[config.mk]
export PLATFORM = sky130hd
export DESIGN_NAME = execute_muldiv
export DESIGN_NICKNAME = d
export VERILOG_FILES = /design/src/rtl/execute_muldiv.sv
export SDC_FILE = /design/constraint.sdc
export NUM_CORES = 1
export LEC_CHECK = 0
export CORE_MARGIN = 5
export CORE_UTILIZATION = 50
export DETAILED_ROUTE_END_ITERATION = 10
export GPL_TIMING_DRIVEN = 1
export PLACE_DENSITY = 0.77
export RECOVER_POWER = 100
export SYNTH_ARGS = -nofsm -noshare
export SYNTH_HDL_FRONTEND = slang
export SYNTH_SLANG_ARGS = --single-unit
[constraint.sdc]
create_clock -name i_clk -period 9 [get_ports i_clk]
set_input_delay 2.25 -clock i_clk [delete_from_list [all_inputs] [get_ports i_clk]]
set_output_delay 2.25 -clock i_clk [all_outputs]
set_load 0.03 [all_outputs]
[src/rtl/execute_muldiv.sv]
// EX stage with operand forwarding, 1-cycle ALU and an iterative mul/div unit.
// Define EXEC_MULDIV_DIV_EN to build the divider (DIV/DIVU/REM/REMU).
module execute_muldiv #(
    parameter int XLEN   = 32,
    parameter int REG_AW = 5
) (
    input  logic              i_clk,
    input  logic              i_reset,
    input  logic              i_valid,
    input  logic              i_flush,
    input  logic [XLEN-1:0]   i_pc,
    input  logic [XLEN-1:0]   i_rs1_data,
    input  logic [XLEN-1:0]   i_rs2_data,
    input  logic [XLEN-1:0]   i_imm,
    input  logic [REG_AW-1:0] i_rs1,
    input  logic [REG_AW-1:0] i_rs2,
    input  logic [REG_AW-1:0] i_rd,
    input  logic              i_reg_write,
    input  logic              i_alu_src,
    input  logic              i_mem_read,
    input  logic              i_mem_write,
    input  logic              i_mem_to_reg,
    input  logic [3:0]        i_alu_ctrl,
    input  logic [REG_AW-1:0] i_ex_mem_rd,
    input  logic [REG_AW-1:0] i_mem_wb_rd,
    input  logic              i_ex_mem_reg_write,
    input  logic              i_mem_wb_reg_write,
    input  logic [XLEN-1:0]   i_ex_mem_result,
    input  logic [XLEN-1:0]   i_mem_wb_data,
    output logic              o_stall,
    output logic [XLEN-1:0]   o_ex_mem_result,
    output logic [XLEN-1:0]   o_ex_mem_write_data,
    output logic [REG_AW-1:0] o_ex_mem_rd,
    output logic              o_ex_mem_reg_write,
    output logic              o_ex_mem_mem_read,
    output logic              o_ex_mem_mem_write,
    output logic              o_ex_mem_mem_to_reg
);

    localparam int CW = $clog2(XLEN) + 1;

    typedef enum logic [1:0] {
        S_IDLE,
        S_BUSY,
        S_DONE
    } state_t;

    state_t            r_state;
    logic [CW-1:0]     r_cnt;
    logic [XLEN-1:0]   r_hi;
    logic [XLEN-1:0]   r_lo;
    logic [XLEN-1:0]   r_b;
    logic [XLEN-1:0]   r_wdata;
    logic [REG_AW-1:0] r_rd;
    logic              r_rw;
    logic              r_mr;
    logic              r_mw;
    logic              r_mtr;
    logic              r_high;

    logic [XLEN-1:0]   w_a;
    logic [XLEN-1:0]   w_fwd_b;
    logic [XLEN-1:0]   w_b;
    logic [XLEN-1:0]   w_alu;
    logic [XLEN-1:0]   w_done;
    logic [XLEN:0]     w_sum;
    logic              w_multi;
    logic              w_unused;

    assign w_unused = ^i_pc;

    // EX/MEM wins over MEM/WB; x0 is never forwarded
    assign w_a =
        (i_ex_mem_reg_write && i_ex_mem_rd == i_rs1 && i_rs1 != '0) ? i_ex_mem_result :
        (i_mem_wb_reg_write && i_mem_wb_rd == i_rs1 && i_rs1 != '0) ? i_mem_wb_data :
        i_rs1_data;

    assign w_fwd_b =
        (i_ex_mem_reg_write && i_ex_mem_rd == i_rs2 && i_rs2 != '0) ? i_ex_mem_result :
        (i_mem_wb_reg_write && i_mem_wb_rd == i_rs2 && i_rs2 != '0) ? i_mem_wb_data :
        i_rs2_data;

    assign w_b = i_alu_src ? i_imm : w_fwd_b;

    always_comb begin
        w_alu = '0;
        case (i_alu_ctrl)
            4'b0000: w_alu = w_a & w_b;
            4'b0001: w_alu = w_a | w_b;
            4'b0010: w_alu = w_a + w_b;
            4'b0110: w_alu = w_a - w_b;
            4'b0111: w_alu = {{(XLEN-1){1'b0}}, ($signed(w_a) < $signed(w_b))};
            default: w_alu = '0;
        endcase
    end

    assign w_sum = {1'b0, r_hi} + (r_lo[0] ? {1'b0, r_b} : '0);

`ifdef EXEC_MULDIV_DIV_EN
    logic              r_is_div;
    logic [1:0]        r_dop;
    logic              r_dz;
    logic              r_neg_q;
    logic              r_neg_r;
    logic [XLEN-1:0]   r_a;

    logic              w_sgn;
    logic              w_neg_a;
    logic              w_neg_b;
    logic [XLEN-1:0]   w_mag_a;
    logic [XLEN-1:0]   w_mag_b;
    logic [XLEN:0]     w_shl;
    logic [XLEN:0]     w_diff;

    assign w_multi = (i_alu_ctrl[3:1] == 3'b100) || (i_alu_ctrl[3:2] == 2'b11);

    // signed ops run on magnitudes, signs are restored at the end
    assign w_sgn   = ~i_alu_ctrl[0];
    assign w_neg_a = w_sgn & w_a[XLEN-1];
    assign w_neg_b = w_sgn & w_b[XLEN-1];
    assign w_mag_a = w_neg_a ? (~w_a + 1'b1) : w_a;
    assign w_mag_b = w_neg_b ? (~w_b + 1'b1) : w_b;
    assign w_shl   = {r_hi, r_lo[XLEN-1]};
    assign w_diff  = w_shl - {1'b0, r_b};
`else
    assign w_multi = (i_alu_ctrl[3:1] == 3'b100);
`endif

    always_comb begin
        w_done = r_high ? r_hi : r_lo;
`ifdef EXEC_MULDIV_DIV_EN
        if (r_is_div) begin
            case (r_dop)
                2'b00:   w_done = r_dz ? '1 : (r_neg_q ? (~r_lo + 1'b1) : r_lo);
                2'b01:   w_done = r_dz ? '1 : r_lo;
                2'b10:   w_done = r_dz ? r_a : (r_neg_r ? (~r_hi + 1'b1) : r_hi);
                default: w_done = r_dz ? r_a : r_hi;
            endcase
        end
`endif
    end

    assign o_stall = i_reset && !i_flush &&
                     ((r_state == S_IDLE && i_valid && w_multi) || r_state == S_BUSY);

    always_ff @(posedge i_clk) begin
        if (!i_reset) begin
            r_state             <= S_IDLE;
            r_cnt               <= '0;
            o_ex_mem_result     <= '0;
            o_ex_mem_write_data <= '0;
            o_ex_mem_rd         <= '0;
            o_ex_mem_reg_write  <= 1'b0;
            o_ex_mem_mem_read   <= 1'b0;
            o_ex_mem_mem_write  <= 1'b0;
            o_ex_mem_mem_to_reg <= 1'b0;
        end else begin
            o_ex_mem_result     <= '0;
            o_ex_mem_write_data <= '0;
            o_ex_mem_rd         <= '0;
            o_ex_mem_reg_write  <= 1'b0;
            o_ex_mem_mem_read   <= 1'b0;
            o_ex_mem_mem_write  <= 1'b0;
            o_ex_mem_mem_to_reg <= 1'b0;
            if (i_flush) begin
                r_state <= S_IDLE;
                r_cnt   <= '0;
            end else begin
                unique case (r_state)
                    S_IDLE: begin
                        if (i_valid && w_multi) begin
                            r_state <= S_BUSY;
                            r_cnt   <= CW'(XLEN);
                            r_high  <= i_alu_ctrl[0];
                            r_rd    <= i_rd;
                            r_rw    <= i_reg_write;
                            r_mr    <= i_mem_read;
                            r_mw    <= i_mem_write;
                            r_mtr   <= i_mem_to_reg;
                            r_wdata <= w_fwd_b;
                            r_hi    <= '0;
`ifdef EXEC_MULDIV_DIV_EN
                            r_is_div <= i_alu_ctrl[2];
                            r_dop    <= i_alu_ctrl[1:0];
                            r_dz     <= (w_b == '0);
                            r_neg_q  <= w_neg_a ^ w_neg_b;
                            r_neg_r  <= w_neg_a;
                            r_a      <= w_a;
                            if (i_alu_ctrl[2]) begin
                                r_lo <= w_mag_a;
                                r_b  <= w_mag_b;
                            end else
`endif
                            begin
                                r_lo <= w_a;
                                r_b  <= w_b;
                            end
                        end else if (i_valid) begin
                            o_ex_mem_result     <= w_alu;
                            o_ex_mem_write_data <= w_fwd_b;
                            o_ex_mem_rd         <= i_rd;
                            o_ex_mem_reg_write  <= i_reg_write;
                            o_ex_mem_mem_read   <= i_mem_read;
                            o_ex_mem_mem_write  <= i_mem_write;
                            o_ex_mem_mem_to_reg <= i_mem_to_reg;
                        end
                    end
                    S_BUSY: begin
`ifdef EXEC_MULDIV_DIV_EN
                        if (r_is_div) begin
                            if (!w_diff[XLEN]) begin
                                r_hi <= w_diff[XLEN-1:0];
                                r_lo <= {r_lo[XLEN-2:0], 1'b1};
                            end else begin
                                r_hi <= w_shl[XLEN-1:0];
                                r_lo <= {r_lo[XLEN-2:0], 1'b0};
                            end
                        end else
`endif
                        begin
                            r_hi <= w_sum[XLEN:1];
                            r_lo <= {w_sum[0], r_lo[XLEN-1:1]};
                        end
                        r_cnt <= r_cnt - 1'b1;
                        if (r_cnt == CW'(1)) r_state <= S_DONE;
                    end
                    S_DONE: begin
                        o_ex_mem_result     <= w_done;
                        o_ex_mem_write_data <= r_wdata;
                        o_ex_mem_rd         <= r_rd;
                        o_ex_mem_reg_write  <= r_rw;
                        o_ex_mem_mem_read   <= r_mr;
                        o_ex_mem_mem_write  <= r_mw;
                        o_ex_mem_mem_to_reg <= r_mtr;
                        r_state             <= S_IDLE;
                        r_cnt               <= '0;
                    end
                    default: r_state <= S_IDLE;
                endcase
            end
        end
    end

endmodule
Word-level counts from Yosys, hierarchy flattened

Index checks and enable logic that the tools add are counted.

Bits in registers: 219
Logic and storage cells: 106
Bits of input ports: 232
Output and inout port bits: 74

Order comparisons: 1
Multiplexer cells: 38
Equality and inequality tests: 14
Bitwise gates (word level): 4
Reductions and logical operators: 26
Add/sub/neg operators: 4

Operators with widths:

| operator                                                            | number |
|---|---|
| 32-bit two-way mux                                                  | 13 |
| 32-bit case mux with 2 select lines                                 | 4 |
| 32-bit case mux with 5 select lines                                 | 1 |
| 32-bit by 32-bit adder with 33-bit output                           | 1 |
| 32-bit adder                                                        | 1 |
| 32-bit AND                                                          | 1 |
| 32-bit less-than comparator                                         | 1 |
| 32-bit bitwise OR                                                   | 1 |
| 32-bit subtractor                                                   | 1 |
| 5-bit == test                                                       | 4 |
| 6-bit case mux with 3 select lines                                  | 1 |
| 1-bit logical AND                                                   | 13 |
| 5-bit two-way mux                                                   | 2 |
| 5-bit case mux with 2 select lines                                  | 1 |
| 5-bit nonzero test                                                  | 2 |
| 4-bit by 3-bit == test with 1-bit output (second input constant)    | 2 |
| 1-bit two-way mux                                                   | 8 |
| 1-bit case mux with 2 select lines                                  | 4 |
| 4-bit AND reduction                                                 | 2 |
| 6-bit by 1-bit == test with 1-bit output (second input constant)    | 1 |
| 6-bit two-way mux                                                   | 1 |
| 6-bit by 1-bit subtractor with 6-bit output (second input constant) | 1 |
| 4-bit by 1-bit == test with 1-bit output (second input constant)    | 1 |
| 4-bit by 2-bit == test with 1-bit output (second input constant)    | 1 |
| other kinds (15)                                                    | 19 |

Longest topological paths before layout

Word-level depth: 11
Depth in mapped cells: 20
Depth with buffers taken out: 19

Worst setup path before layout

No wires, ideal clock.

Path type: input to output
From: in i_alu_ctrl[3]
To: out o_stall
Path buffers: 1
Data arrival time: 4.970 ns
Stages on the path: 5
Slack: 1.780 ns
Required time: 6.750 ns
Cell sequence: clkbuf_1 nand2_1 nor3_1 and3_1 a21o_1

Word-level cells in the longest chain between the ends: 4

Ends and longest elaborated chain:

| element           | line | RTL |
|---|---|---|
| from (decl)       | 23   | `input logic [3:0] i_alu_ctrl,` |
| 3-bit == test     | 126  | `assign w_multi = (i_alu_ctrl[3:1] == 3'b100);` |
| 1-bit logical AND | 144  | `((r_state == S_IDLE && i_valid && w_multi) \|\| r_state == S_BUSY);` |
| 1-bit logical OR  | 144  |  |
| 1-bit logical AND | 143  | `assign o_stall = i_reset && !i_flush &&` |
| to (decl)         | 30   | `output logic o_stall,` |

Every way passes these cells.

Final worst setup path

From: in i_rs2[4]
To: reg o_ex_mem_result[24]

Word-level cells in the longest chain between the ends: 11
Elaborated cells between the ends (all ways): 18
Those cells by class: 2 x add/sub; 2 x eq/ne; 7 x mux; 2 x bitwise; 5 x reduce/logical

Ends and longest elaborated chain:

| element                                                  | line   | RTL |
|---|---|---|
| from (decl)                                              | 16     | `input logic [REG_AW-1:0] i_rs2,` |
| 5-bit == test                                            | 80     | `(i_mem_wb_reg_write && i_mem_wb_rd == i_rs2 && i_rs2 != '0) ? i_mem_wb_data :` |
| 1-bit logical AND (2 in a row)                           | 80     |  |
| 32-bit two-way mux                                       | 80     |  |
| 32-bit two-way mux *                                     | 79     | `(i_ex_mem_reg_write && i_ex_mem_rd == i_rs2 && i_rs2 != '0) ? i_ex_mem_result :` |
| net w_fwd_b[0]                                           | 62     | `logic [XLEN-1:0] w_fwd_b;` |
| 32-bit two-way mux *                                     | 83     | `assign w_b = i_alu_src ? i_imm : w_fwd_b;` |
| net w_b[0]                                               | 63     | `logic [XLEN-1:0] w_b;` |
| 32-bit subtractor / 32-bit adder (equally long branches) | 91, 90 |  |
| 32-bit case mux with 5 select lines *                    | 87     | `case (i_alu_ctrl)` |
| 32-bit two-way mux *                                     | 198    | `end else if (i_valid) begin` |
| 32-bit two-way mux *                                     | 171    | `if (i_valid && w_multi) begin` |
| 32-bit case mux with 2 select lines *                    | 169    | `unique case (r_state)` |
| to (signal assigned)                                     | 199    | `o_ex_mem_result <= w_alu;` |
| to (signal assigned)                                     | 228    | `o_ex_mem_result <= w_done;` |
| to (decl)                                                | 31     | `output logic [XLEN-1:0] o_ex_mem_result,` |

Mark *: on every way through the listed nets, which the timed path passes. The rest lies on a longest branch.
A chain may end at the register's enable or synchronous reset.

==> run_results.csv <==
group,metric,value,unit
global_routing,grt_pass1_vias,15300,
sta,finalCriticalPeriod,8.18,ns
yosys,ys_types,88,
sta,worstMarginPinSlew,4.34,ns
worst_setup_path,startpoint_type,"input pin",
yosys,ys.flop_type,"edfxtp_1",
route,wirelength,55300,um
yosys,synth.net_count,2210,
clock_network,hold_buffers,0,
floorplanning,pin_count,306,
sta,slew_headroom,-189,%
floorplanning,floorplan.initialDensity,50.4,%
sta,grt_setup_unrepaired,"no",
route,dr.pass1.iters,6,
clock_network,cts_tree,"built",
worst_setup_path,end_kind,"flip-flop",
placement,dp.cells,2471,
global_routing,grt_use_total,29.3,%
sta,hold_viol,0,
placement,dp_hpwl,41000,um
worst_setup_path,path_class,"input pin to flip-flop",
sta,setup-violations-final,0,
sta,fin_setup_tns,0,ns
clock_network,post_cts_buffers,0,
clock_network,h-tree-depth,1,
yosys,ys_async_sr_fraction,0,%
clock_network,clock-root-buffer,"clkbuf_16",
yosys,synth_area,16400,um2
floorplanning,die_height,191,um
power_and_ir_drop,power_density,144,nW/um2
route,drc,0,
global_routing,grt_max_degree,107,
worst_setup_path,cp.required,9.43,ns
layout,n_antenna_cell,0,
floorplanning,core,32500,um2
worst_setup_path,worstPathArrival,8.61,ns
layout,fin_cells,2518,
global_routing,overflow,0,
floorplanning,die_x,191,um
route,viasPerCell,6.07,
yosys,synth_cells,1832,
clock_network,cts.sinks,219,
layout,drive_gt1_share,4.91,%
status,violations,"capacitance limit, slew limit",
route,antenna_left,0,
power_and_ir_drop,p_leak,8.36,nW
global_routing,grt_pass1_wl,85000,um
floorplanning,rows,66,
placement,port_buffers,273,
worst_setup_path,critPathMaxFanout,31,
clock_network,clk_path_buf_depth,3,
clock_network,numCtsBuffers,26,
flow_run,maxCapViolCount,5,
yosys,yosys_warnings,0,
sta,fin_crit_sh,90.9,%
floorplanning,dieArea,36500,um2
route,dr.first_iter.drc_count,1090,
layout,final_cell_mix,"nor2_1 (187), clkdlybuf4s50_1 (185), a21oi_1 (147)",
sta,skew,0.0251,ns
layout,final_common_cell,"nor2_1",
status,run_status,"finished with violations",
yosys,synth_edf_count,138,
sta,report.final.slew_viol_count,292,
placement,place_congestion,0.956,
worst_hold_path,hp-class,"flip-flop to flip-flop",
layout,synthToLayoutAreaGrowth,24.1,%
clock_network,path_clk_slew,0.06,ns
yosys,ys_ff_latch,219,
route,vias,15300,
yosys,seq_area_frac_synth,35.2,%
yosys,avgSynthCellArea,8.94,um2
layout,fin_nets,2435,
sta,fmax,122,MHz
clock_network,cts_resized,0,
global_routing,antenna_found_initial,0,
power_and_ir_drop,ir_drop,0.124,mV
route,wire_per_inst,22.0,um
clock_network,clk_latency,0.55,ns
==> through the flow <==
| stage | util (%) | worst slack (ns) | hold WS [ns] | power, mW | area (um2) |
|---|---|---|---|---|---|
| floorplan | - | 1.78 | 0.475 | 1.55 | 16400 |
| global placement | 60.1 | 0.968 | 0.484 | 1.79 | 19500 |
| detailed placement | 60.1 | 0.834 | 0.494 | 1.80 | 19500 |
| CTS | 62.9 | 1.38 | 0.511 | 2.93 | 20400 |
| global route | 62.6 | 0.423 | 0.520 | 3.04 | 20300 |
| finish | 62.6 | 0.820 | 0.509 | 2.92 | 20300 |
==> final timing paths <==
kind,from,end,slack [ns],cells past startpoint
max,i_rs2[4],o_ex_mem_result[24],0.82,21
min,r_wdata[4],o_ex_mem_write_data[4],0.51,2
max reg2reg,r_state[1],r_hi[19],2.72,6
min reg2reg,r_wdata[4],o_ex_mem_write_data[4],0.51,2
==> final cells by class <==
type                            count  area (um2)
Tap cell                          442         553
Multi-Input combinational cell   1401        9770
Timing Repair Buffer              299        2890
Fill cell                        2778       12100
Sequential cell                   219        5770
Clock inverter                     14         193
Clock buffer                       33         728
Inverter                          110         413
==> Yosys cell counts, drive strengths merged (44+ instances only) <==
master    n  share of area, %
inv     110               2.5
a22oi    44               2.0
nor2    189               4.3
o21ai   129               3.9
nand2   137               3.1
edfxtp  138                25
and2     58               2.2
dfxtp    81               9.9
clkbuf   84               1.9
ha      143                11
mux2i    90               5.5
a21oi   148               4.6
==> logic make-up (layout without fill, tap and decap cells) <==
family                     count (synthesis)  after routing  share of synthesized area, %
muxes                                    131            131                          8.32
DFF                                      219            219                          35.2
adders and majority gates                146            146                          11.3
AOI/OAI and AO/OA                        563            563                          22.7
and+or+nand+nor                          513            513                          14.8
xor gates and xnor gates                  48             48                          2.57
buffers and inverters                    212            456                          5.07
==> worst max-delay path, stage by stage <==
cell and delay (ns):
dlygate4sd3_1 0.59, nor4_1 0.44, nor3_1 0.09, a21oi_1 0.14
nand4b_1 0.19, buf_4 0.57, mux2i_1 0.26, o21ai_0 0.17
mux2_1 0.50, ha_1 0.33, fa_1 0.51, a211oi_1 0.26
o21bai_1 0.16, o22ai_1 0.35, o311a_1 0.42, o21bai_1 0.16
a2111o_1 0.46, a221o_1 0.30, nand2_1 0.06, o221ai_1 0.13
a21o_1 0.24
==> power by group <==
group	switching (mW)	leakage [nW]	internal, mW
clock	0.447	0.447	0.689
combinational	0.413	5.99	0.287
sequential	0.00409	1.92	1.08
total	0.865	8.36	2.06
==> per-layer routing <==
| metal | vias up | global-route usage [%] | routed length, um |
|---|---|---|---|
| met1 | 7263 | 37.7 | 22300 |
| met2 | 756 | 48.7 | 25400 |
| met3 | 129 | 6.70 | 5570 |
| met5 | - | 0 | 0 |
| li1 | 7136 | - | - |
| met4 | 0 | 10.1 | 2000 |
Power figures use the tool's default switching activity.
